File: src/rtl/cpu_control_if.sv
// -----------------------------------------------------------------------------
// cpu_control_if
// Memory request/acknowledge handshake shared by instruction fetch and data
// access.
//   O_mem_req   : request pending (held until acknowledged)
//   O_mem_we    : request is a write
//   O_addr_sel  : 0 = address from PC, 1 = address from ALU result
//   I_mem_ack   : memory acknowledge for the current request
// The controller uses the master modport; the memory side uses slave.
// -----------------------------------------------------------------------------
interface cpu_control_if;
  logic O_mem_req;
  logic O_mem_we;
  logic O_addr_sel;
  logic I_mem_ack;

  modport master (
    output O_mem_req,
    output O_mem_we,
    output O_addr_sel,
    input  I_mem_ack
  );

  modport slave (
    input  O_mem_req,
    input  O_mem_we,
    input  O_addr_sel,
    output I_mem_ack
  );
endinterface

File: src/rtl/cpu_control.sv
// -----------------------------------------------------------------------------
// cpu_control
// Multi-cycle sequencer for the 16-bit CPU core. Steps each instruction through
// FETCH, DECODE, REGREAD, EXECUTE, MEMORY and WRITEBACK, driving the one-cycle
// enable strobes of decoder, register file and ALU, and owning the memory
// handshake. Memory waits are bounded by MEM_TIMEOUT (1..255); an expired wait
// parks the controller in FAULT until reset.
// Ports:
//   I_clk, I_reset           : clock, synchronous active-high reset
//   I_enable                 : run gate; low freezes state and counters
//   I_halt                   : halt request, sampled in WRITEBACK only
//   mem                      : memory handshake (cpu_control_if.master)
//   I_alu_write_rD/_pc       : registered ALU writeback targets
//   I_alu_memory_mode        : 0 = NOP, 1 = READ, 2 = WRITE (3 behaves as NOP)
//   O_state                  : current state code
//   O_ir_load                : latch fetched word into IR
//   O_decoder/regfile/alu_enable : per-stage strobes
//   O_reg_write, O_wb_sel    : register write strobe and writeback source
//   O_pc_write, O_pc_inc     : PC load from ALU / PC increment
//   O_retired                : retired-instruction count (wraps)
//   O_fault                  : memory-timeout fault (sticky until reset)
// -----------------------------------------------------------------------------
module cpu_control #(
  parameter int unsigned MEM_TIMEOUT = 15
) (
  input  logic          I_clk,
  input  logic          I_reset,
  input  logic          I_enable,
  input  logic          I_halt,
  cpu_control_if.master mem,
  input  logic          I_alu_write_rD,
  input  logic          I_alu_write_pc,
  input  logic [1:0]    I_alu_memory_mode,
  output logic [2:0]    O_state,
  output logic          O_ir_load,
  output logic          O_decoder_enable,
  output logic          O_regfile_enable,
  output logic          O_alu_enable,
  output logic          O_reg_write,
  output logic          O_wb_sel,
  output logic          O_pc_write,
  output logic          O_pc_inc,
  output logic [15:0]   O_retired,
  output logic          O_fault
);

  typedef enum logic [2:0] {
    S_FETCH     = 3'd0,
    S_DECODE    = 3'd1,
    S_REGREAD   = 3'd2,
    S_EXECUTE   = 3'd3,
    S_MEMORY    = 3'd4,
    S_WRITEBACK = 3'd5,
    S_HALT      = 3'd6,
    S_FAULT     = 3'd7
  } state_t;

  localparam logic [1:0] MEM_READ  = 2'd1;
  localparam logic [1:0] MEM_WRITE = 2'd2;
  // Last wait-count value at which an ack still completes the transfer.
  localparam logic [7:0] WAIT_LAST = 8'(MEM_TIMEOUT - 1);

  state_t      r_state;
  state_t      w_next_state;
  logic [7:0]  r_wait_cnt;
  logic        r_run;       // low for the cycle right after reset: no request yet
  logic        r_wb_sel;
  logic [15:0] r_retired;
  logic        w_mem_req;
  logic        w_mem_access;
  logic        w_timeout;

  assign w_mem_access = (I_alu_memory_mode == MEM_READ) ||
                        (I_alu_memory_mode == MEM_WRITE);
  assign w_timeout    = (r_wait_cnt == WAIT_LAST);

  // NOTE: every output gets a default before the case so no path infers a latch.
  always_comb begin
    w_next_state     = r_state;
    w_mem_req        = 1'b0;
    mem.O_mem_we     = 1'b0;
    mem.O_addr_sel   = 1'b0;
    O_ir_load        = 1'b0;
    O_decoder_enable = 1'b0;
    O_regfile_enable = 1'b0;
    O_alu_enable     = 1'b0;
    O_reg_write      = 1'b0;
    O_wb_sel         = 1'b0;
    O_pc_write       = 1'b0;
    O_pc_inc         = 1'b0;
    case (r_state)
      S_FETCH: begin
        if (r_run) begin
          w_mem_req = 1'b1;
          // Gate with I_enable so a frozen cycle never loads IR twice.
          O_ir_load = mem.I_mem_ack & I_enable;
          if (mem.I_mem_ack)  w_next_state = S_DECODE;
          else if (w_timeout) w_next_state = S_FAULT;
        end
      end
      S_DECODE: begin
        O_decoder_enable = 1'b1;
        w_next_state     = S_REGREAD;
      end
      S_REGREAD: begin
        O_regfile_enable = 1'b1;
        w_next_state     = S_EXECUTE;
      end
      S_EXECUTE: begin
        O_alu_enable = 1'b1;
        w_next_state = S_MEMORY;
      end
      S_MEMORY: begin
        if (w_mem_access) begin
          w_mem_req      = 1'b1;
          mem.O_addr_sel = 1'b1;
          mem.O_mem_we   = (I_alu_memory_mode == MEM_WRITE);
          // An ack in the timeout cycle still wins over the fault.
          if (mem.I_mem_ack)  w_next_state = S_WRITEBACK;
          else if (w_timeout) w_next_state = S_FAULT;
        end else begin
          w_next_state = S_WRITEBACK;
        end
      end
      S_WRITEBACK: begin
        O_reg_write  = I_alu_write_rD;
        O_wb_sel     = r_wb_sel;
        O_pc_write   = I_alu_write_pc;
        O_pc_inc     = ~I_alu_write_pc;
        w_next_state = I_halt ? S_HALT : S_FETCH;
      end
      S_HALT:  w_next_state = S_HALT;
      default: w_next_state = S_FAULT;
    endcase
  end

  // NOTE: sequential state uses non-blocking assignments so every register
  // samples the pre-edge values, independent of statement order.
  always_ff @(posedge I_clk) begin
    if (I_reset) begin
      r_state    <= S_FETCH;
      r_wait_cnt <= 8'd0;
      r_run      <= 1'b0;
      r_wb_sel   <= 1'b0;
      r_retired  <= 16'd0;
    end else if (I_enable) begin
      r_run   <= 1'b1;
      r_state <= w_next_state;
      if ((w_next_state != r_state) &&
          ((w_next_state == S_FETCH) || (w_next_state == S_MEMORY)))
        r_wait_cnt <= 8'd0;
      else if (w_mem_req && !mem.I_mem_ack)
        r_wait_cnt <= r_wait_cnt + 8'd1;
      // First MEMORY cycle: the wait count is still zero there.
      if ((r_state == S_MEMORY) && (r_wait_cnt == 8'd0))
        r_wb_sel <= (I_alu_memory_mode == MEM_READ);
      if (r_state == S_WRITEBACK)
        r_retired <= r_retired + 16'd1;
    end
  end

  assign mem.O_mem_req = w_mem_req;
  assign O_state       = r_state;
  assign O_retired     = r_retired;
  assign O_fault       = (r_state == S_FAULT);

endmodule

File: src/flat_wrapper.sv
// flat-port wrapper written by rule: the top's interface ports become plain ports
module cpu_control_flat 
#(
  parameter int unsigned MEM_TIMEOUT = 15
)
  (I_clk, I_reset, I_enable, I_halt, I_alu_write_rD, I_alu_write_pc, I_alu_memory_mode, O_state, O_ir_load, O_decoder_enable, O_regfile_enable, O_alu_enable, O_reg_write, O_wb_sel, O_pc_write, O_pc_inc, O_retired, O_fault, mem_O_mem_req, mem_O_mem_we, mem_O_addr_sel, mem_I_mem_ack);
  cpu_control_if mem_i ();
  input  logic I_clk;
  input  logic I_reset;
  input  logic I_enable;
  input  logic I_halt;
  input  logic I_alu_write_rD;
  input  logic I_alu_write_pc;
  input  logic [1:0] I_alu_memory_mode;
  output logic [2:0] O_state;
  output logic O_ir_load;
  output logic O_decoder_enable;
  output logic O_regfile_enable;
  output logic O_alu_enable;
  output logic O_reg_write;
  output logic O_wb_sel;
  output logic O_pc_write;
  output logic O_pc_inc;
  output logic [15:0] O_retired;
  output logic O_fault;
  output wire logic [$bits(mem_i.O_mem_req)-1:0] mem_O_mem_req;
  output wire logic [$bits(mem_i.O_mem_we)-1:0] mem_O_mem_we;
  output wire logic [$bits(mem_i.O_addr_sel)-1:0] mem_O_addr_sel;
  input wire logic [$bits(mem_i.I_mem_ack)-1:0] mem_I_mem_ack;
  assign mem_O_mem_req = mem_i.O_mem_req;
  assign mem_O_mem_we = mem_i.O_mem_we;
  assign mem_O_addr_sel = mem_i.O_addr_sel;
  assign mem_i.I_mem_ack = mem_I_mem_ack;
  cpu_control #(.MEM_TIMEOUT(MEM_TIMEOUT)) u_core (.I_clk(I_clk), .I_reset(I_reset), .I_enable(I_enable), .I_halt(I_halt), .mem(mem_i), .I_alu_write_rD(I_alu_write_rD), .I_alu_write_pc(I_alu_write_pc), .I_alu_memory_mode(I_alu_memory_mode), .O_state(O_state), .O_ir_load(O_ir_load), .O_decoder_enable(O_decoder_enable), .O_regfile_enable(O_regfile_enable), .O_alu_enable(O_alu_enable), .O_reg_write(O_reg_write), .O_wb_sel(O_wb_sel), .O_pc_write(O_pc_write), .O_pc_inc(O_pc_inc), .O_retired(O_retired), .O_fault(O_fault));
endmodule
File: config.mk
export PLATFORM = sky130hd
export DESIGN_NAME = cpu_control_flat
export DESIGN_NICKNAME = d
export VERILOG_FILES = /design/src/rtl/cpu_control_if.sv /design/src/rtl/cpu_control.sv /design/src/flat_wrapper.sv
export SDC_FILE = /design/constraint.sdc
export NUM_CORES = 1
export LEC_CHECK = 0
export ABC_AREA = 1
export CORE_MARGIN = 3
export CORE_UTILIZATION = 50
export DETAILED_ROUTE_END_ITERATION = 8
export PLACE_DENSITY = 0.88
export SLEW_MARGIN = 5
export SYNTH_ARGS = -nofsm -noshare
export SYNTH_HDL_FRONTEND = slang
export SYNTH_SLANG_ARGS = --single-unit
export TNS_END_PERCENT = 10
File: constraint.sdc
create_clock -name I_clk -period 2.5 [get_ports I_clk]
set_clock_uncertainty 0.05 [all_clocks]
set_input_delay 0.75 -clock I_clk [delete_from_list [all_inputs] [get_ports I_clk]]
set_output_delay 0.75 -clock I_clk [all_outputs]
set_load 0.02 [all_outputs]
# After elaboration in Yosys (flattened, before gate mapping)
# Cells that the tools add are included.
[op_classes]
n_addsub = 2
eq_ne = 12
n_mux = 24
bitwise_logic = 2
n_reduce_logical = 13
[ops]
columns = ["cell", "n"]
rows = [
  ["$pmux 3 s7", 1],
  ["$mux 3", 6],
  ["$add 16x1->16 const B", 1],
  ["$mux 8", 2],
  ["$eq 3x3->1 const B", 5],
  ["$mux 1", 14],
  ["$add 8x1->8 const B", 1],
  ["$eq 8x4->1 const B", 1],
  ["$logic_not 8->1", 1],
  ["$eq 3x2->1 const B", 2],
  ["$logic_not 3->1", 2],
  ["$reduce_and 2->1", 3],
  ["$eq 3x1->1 const B", 1],
  ["$logic_and 1x1->1", 3],
  ["$ne 3x3->1", 1],
  ["$eq 2x1->1 const B", 1],
  ["$eq 2x2->1 const B", 1],
  ["$logic_or 1x1->1", 2],
  ["$pmux 1 s2", 1],
  ["$reduce_bool 2->1", 1],
  ["$and 1x1->1", 1],
  ["$logic_not 1->1", 1],
  ["$not 1->1", 1],
]
[totals]
regBits = 29

# Depth between registers and ports, before layout
[logic_depth]
ltp_word = 10
ltp_mapped = 11

# Worst setup path before layout
# No wires, ideal clock.
[synth_timing]
path_kind = "input to output"
startpoint = "in I_alu_memory_mode[0]"
endpoint = "out mem_O_mem_req"
arrival_time_ns = 1.412
path_slack_ns = 0.288
path_stages = 5
cell_sequence = "inv_1 ha_1 inv_1 nand3_2 nand2_1"
[synth_via]
elab_chain_len = 4
[synth_rtl]
columns = ["element", "line", "rtl"]
rows = [
  ["start, declared", "flat_wrapper.sv:14", "input logic [1:0] I_alu_memory_mode;"],
  ["$eq 2x1->1 or $eq 2x2->1 (tied branches)", "cpu_control.sv:73, cpu_control.sv:74", ""],
  ["$logic_or 1x1->1 *", "cpu_control.sv:73", "assign w_mem_access = (I_alu_memory_mode == MEM_READ) ||"],
  ["$mux 1 *", "cpu_control.sv:114", "if (w_mem_access) begin"],
  ["$pmux 1 s2 *", "cpu_control.sv:91", "case (r_state)"],
  ["end, declared", "flat_wrapper.sv:26", "output wire logic [$bits(mem_i.O_mem_req)-1:0] mem_O_mem_req;"],
]
# Mark *: on every way between the ends. The rest lies on a longest branch, timed or not.

# Worst setup path in the final report
[layout_timing]
startpoint = "reg u_core.r_state[1], in the netlist u_core.O_state[1]"
endpoint = "out O_wb_sel"
[layout_via]
elab_chain_len = 2
[layout_rtl]
columns = ["element", "line", "rtl"]
rows = [
  ["start, declared", "cpu_control.sv:63", "state_t r_state;"],
  ["start signal, assigned", "cpu_control.sv:148", "r_state <= w_next_state;"],
  ["$eq 3x3->1", "cpu_control.sv:91", ""],
  ["$mux 1", "cpu_control.sv:91", ""],
  ["end, declared", "flat_wrapper.sv:21", "output logic O_wb_sel;"],
]
# No other way between the ends.

==> reports/results.ini <==
[synthesis]
synth.area.top_cells=dfxtp_1 (32%), inv_1 (9.8%), nand2_1 (8.1%)
synth_flop_cell=dfxtp_1
synthDistinctLibCells=33
yosysMostFrequentCell=inv_1
synth_edf_count=0
netlist.area_leader.share_pct=31.5
synth_top_area_cell=dfxtp_1
async_flop_share_pct=0
syn_avg_cell_area_um2=6.93
synth.cell_area_mm2=0.00184
syn-num-nets=281
yosysSeqAreaShare_pct=31.5
ys_ff_latch=29
ys_warn_count=0
synth_common_cells=inv_1 (48), nand2_1 (40), dfxtp_1 (29)
synthCells=266

[cts]
tritoncts=yes
clk_pin_slew_ps=70
cts_root_buffer=clkbuf_8
tritoncts.num_buffers=5
insertion_delay_ps=290
cts_sinks=29
post_cts_buffers=0
cts_buffer_depth=2
htree_levels=2

[route]
wl_per_cell_um=11.8
firstDrtPassIters=4
num_vias=1841
antenna_left=0
post-route-drc-count=0
routed_wl_um=4260
drt_iter0_drc=96
post_drt_via_cell_ratio=5.10

[critical_path]
crit_chain=inv_2, nand3_2, nor2_1, clkdlybuf4s50_1
worstRegToRegCells=10
setup.worst_path.end_class=output pin
reg2reg_to=u_core.r_wait_cnt[4]
critPathArrivalTime_ps=1610
crit_cells=4
cp-start-kind=flip-flop
critPathMaxFanout=7
startpoint=u_core.O_state[1]
path_buf_inv=2
required_ps=1700
r2r_slack_ps=730
worstSetupPathType=flip-flop to output pin
crit_family=buffers and inverters
cp-endpoint=O_wb_sel
slowest_delay_ps=610
cp_slowest_cell=clkdlybuf4s50_1
r2r_start=u_core.r_wait_cnt[0]

[sta]
max_freq_mhz=415
period_share_pct=96.3
rsz0062_at_grt=no
slew_viol_final=0
setup_violations=0
tns_ps=0
hold_viol_final=0
fin_crit_ps=2410
hold_slack_ps=431
slew-limit-headroom_pct=73.1
worst_pin_slew_ps=403

[final_layout]
final_layout_size_suffix_gt1_share_pct=18.7
area_delta_synth_final_pct=31.2
fillers=279
diodes=0
nNetsFinal=329
final_util_pct=70.3

[die]
die_w_um=66.7
core_mm2=0.00344
rows=21
initial_utilization_pct=53.5
io_pins=40
die_h_um=66.7
dieArea_mm2=0.00445

[power_and_ir_drop]
power_mw=1.05
leakagePower_nw=1.05
ir_drop_uv=254
p_per_area_mw_per_mm2=433

[global_route]
grt_max_degree=17
grt_pass1_wl_um=7220
grt_use_total_pct=21.1
grt_pass1_vias=1770
overflow=0
antenna_found_initial=0

[worst_hold_path]
min-delay-start=u_core.r_run
hold_class=flip-flop to flip-flop

[outcome]
status=complete, no violations

[placed_design]
place_congestion=0.871
portBuffers=39
place_hpwl_um=3180

[job]
cap_violations=0

final cells by class:
| cell class | count | area (um^2) | share of cell area (%) |
|---|---|---|---|
| Multi-Input combinational cell | 180 | 1060 | 43.7 |
| Sequential cell | 29 | 587 | 24.3 |
| Timing Repair Buffer | 48 | 447 | 18.5 |
| Inverter | 50 | 188 | 7.76 |
| Clock buffer | 6 | 72.6 | 3.00 |
| Tap cell | 46 | 57.6 | 2.38 |
| Clock inverter | 2 | 10.0 | 0.414 |
layout by cell type (no fill, tap or decap), drive strengths merged, types with 2 or more instances in the layout:
master and count:
nor3 10, clkbuf 7, dfxtp 29, clkinv 2, xnor2 2, clkdlybuf4s50 29
nand2 52, a21oi 25, inv 50, nand3 19, xor2 6, dlymetal6s2s 3
o21ai 13, nand4 12, buf 14, nor2 29, ha 6
sequential cells by signal, summed over array words and instances (netlist names):
| register | cells |
|---|---|
| u_core.r_run | 1 |
| u_core.r_wait_cnt | 8 |
| u_core.O_retired | 16 |
| u_core.r_wb_sel | 1 |
| u_core.O_state | 3 |
metrics by stage:
step                instance area [um^2]  worst slack, ps  cells
floorplan                           1840              288    266
global placement                    2330             -713    353
detailed placement                  2330             -742    353
CTS                                 2410             -239    361
global route                        2420             23.0    361
finish                              2420             91.8    361
cell families (layout without fill, tap and decap cells):
| logic type | Yosys count | in the layout | share of synthesized area [%] |
|---|---|---|---|
| fa+ha+maj | 6 | 6 | 4.07 |
| buf+inv | 57 | 106 | 11.9 |
| xor+xnor | 8 | 8 | 3.80 |
| compound gates | 41 | 41 | 13.8 |
| simple gates | 125 | 125 | 34.9 |
| flops | 29 | 29 | 31.5 |
power breakdown:
part	internal, mW	switching, mW
Combinational	0.0744	0.107
Sequential	0.470	0.0140
Clock	0.193	0.189
worst reg2reg max path: stages (launching register included):
cell and delay, ps:
dfxtp_1 340, inv_1 140, ha_1 160, nand3_1 100, o21ai_0 350, nand2_4 100
nand3_4 130, nand2_4 80, nand2_8 100, nand2_2 60, a21oi_2 110
how the worst min path moves through the flow:
stage / endpoint / cells after the start / slack [ps]
finish: u_core.r_run / 2 / 430
global route: u_core.r_run / 2 / 440
detailed placement: u_core.r_wait_cnt[6] / 2 / 420
CTS: u_core.r_run / 2 / 430
global placement: u_core.r_run / 2 / 420
floorplan: u_core.r_run / 2 / 390
what timing repair did:
item	in CTS	in global routing
pin swaps	1	0
hold endpoints to repair	0	0
resized for setup	28	10
setup endpoints to repair	10	16
hold buffers	0	0
metal layers:
metal / vias up / part of all wire [%] / global-route usage, %
met5: - / 0 / 0
met4: 0 / 1.9 / 10.2
met3: 7 / 5.7 / 6.58
met2: 47 / 49 / 35.8
met1: 836 / 43 / 23.8
li1: 951 / - / -
Note: power is estimated with default switching activity, not from simulation.
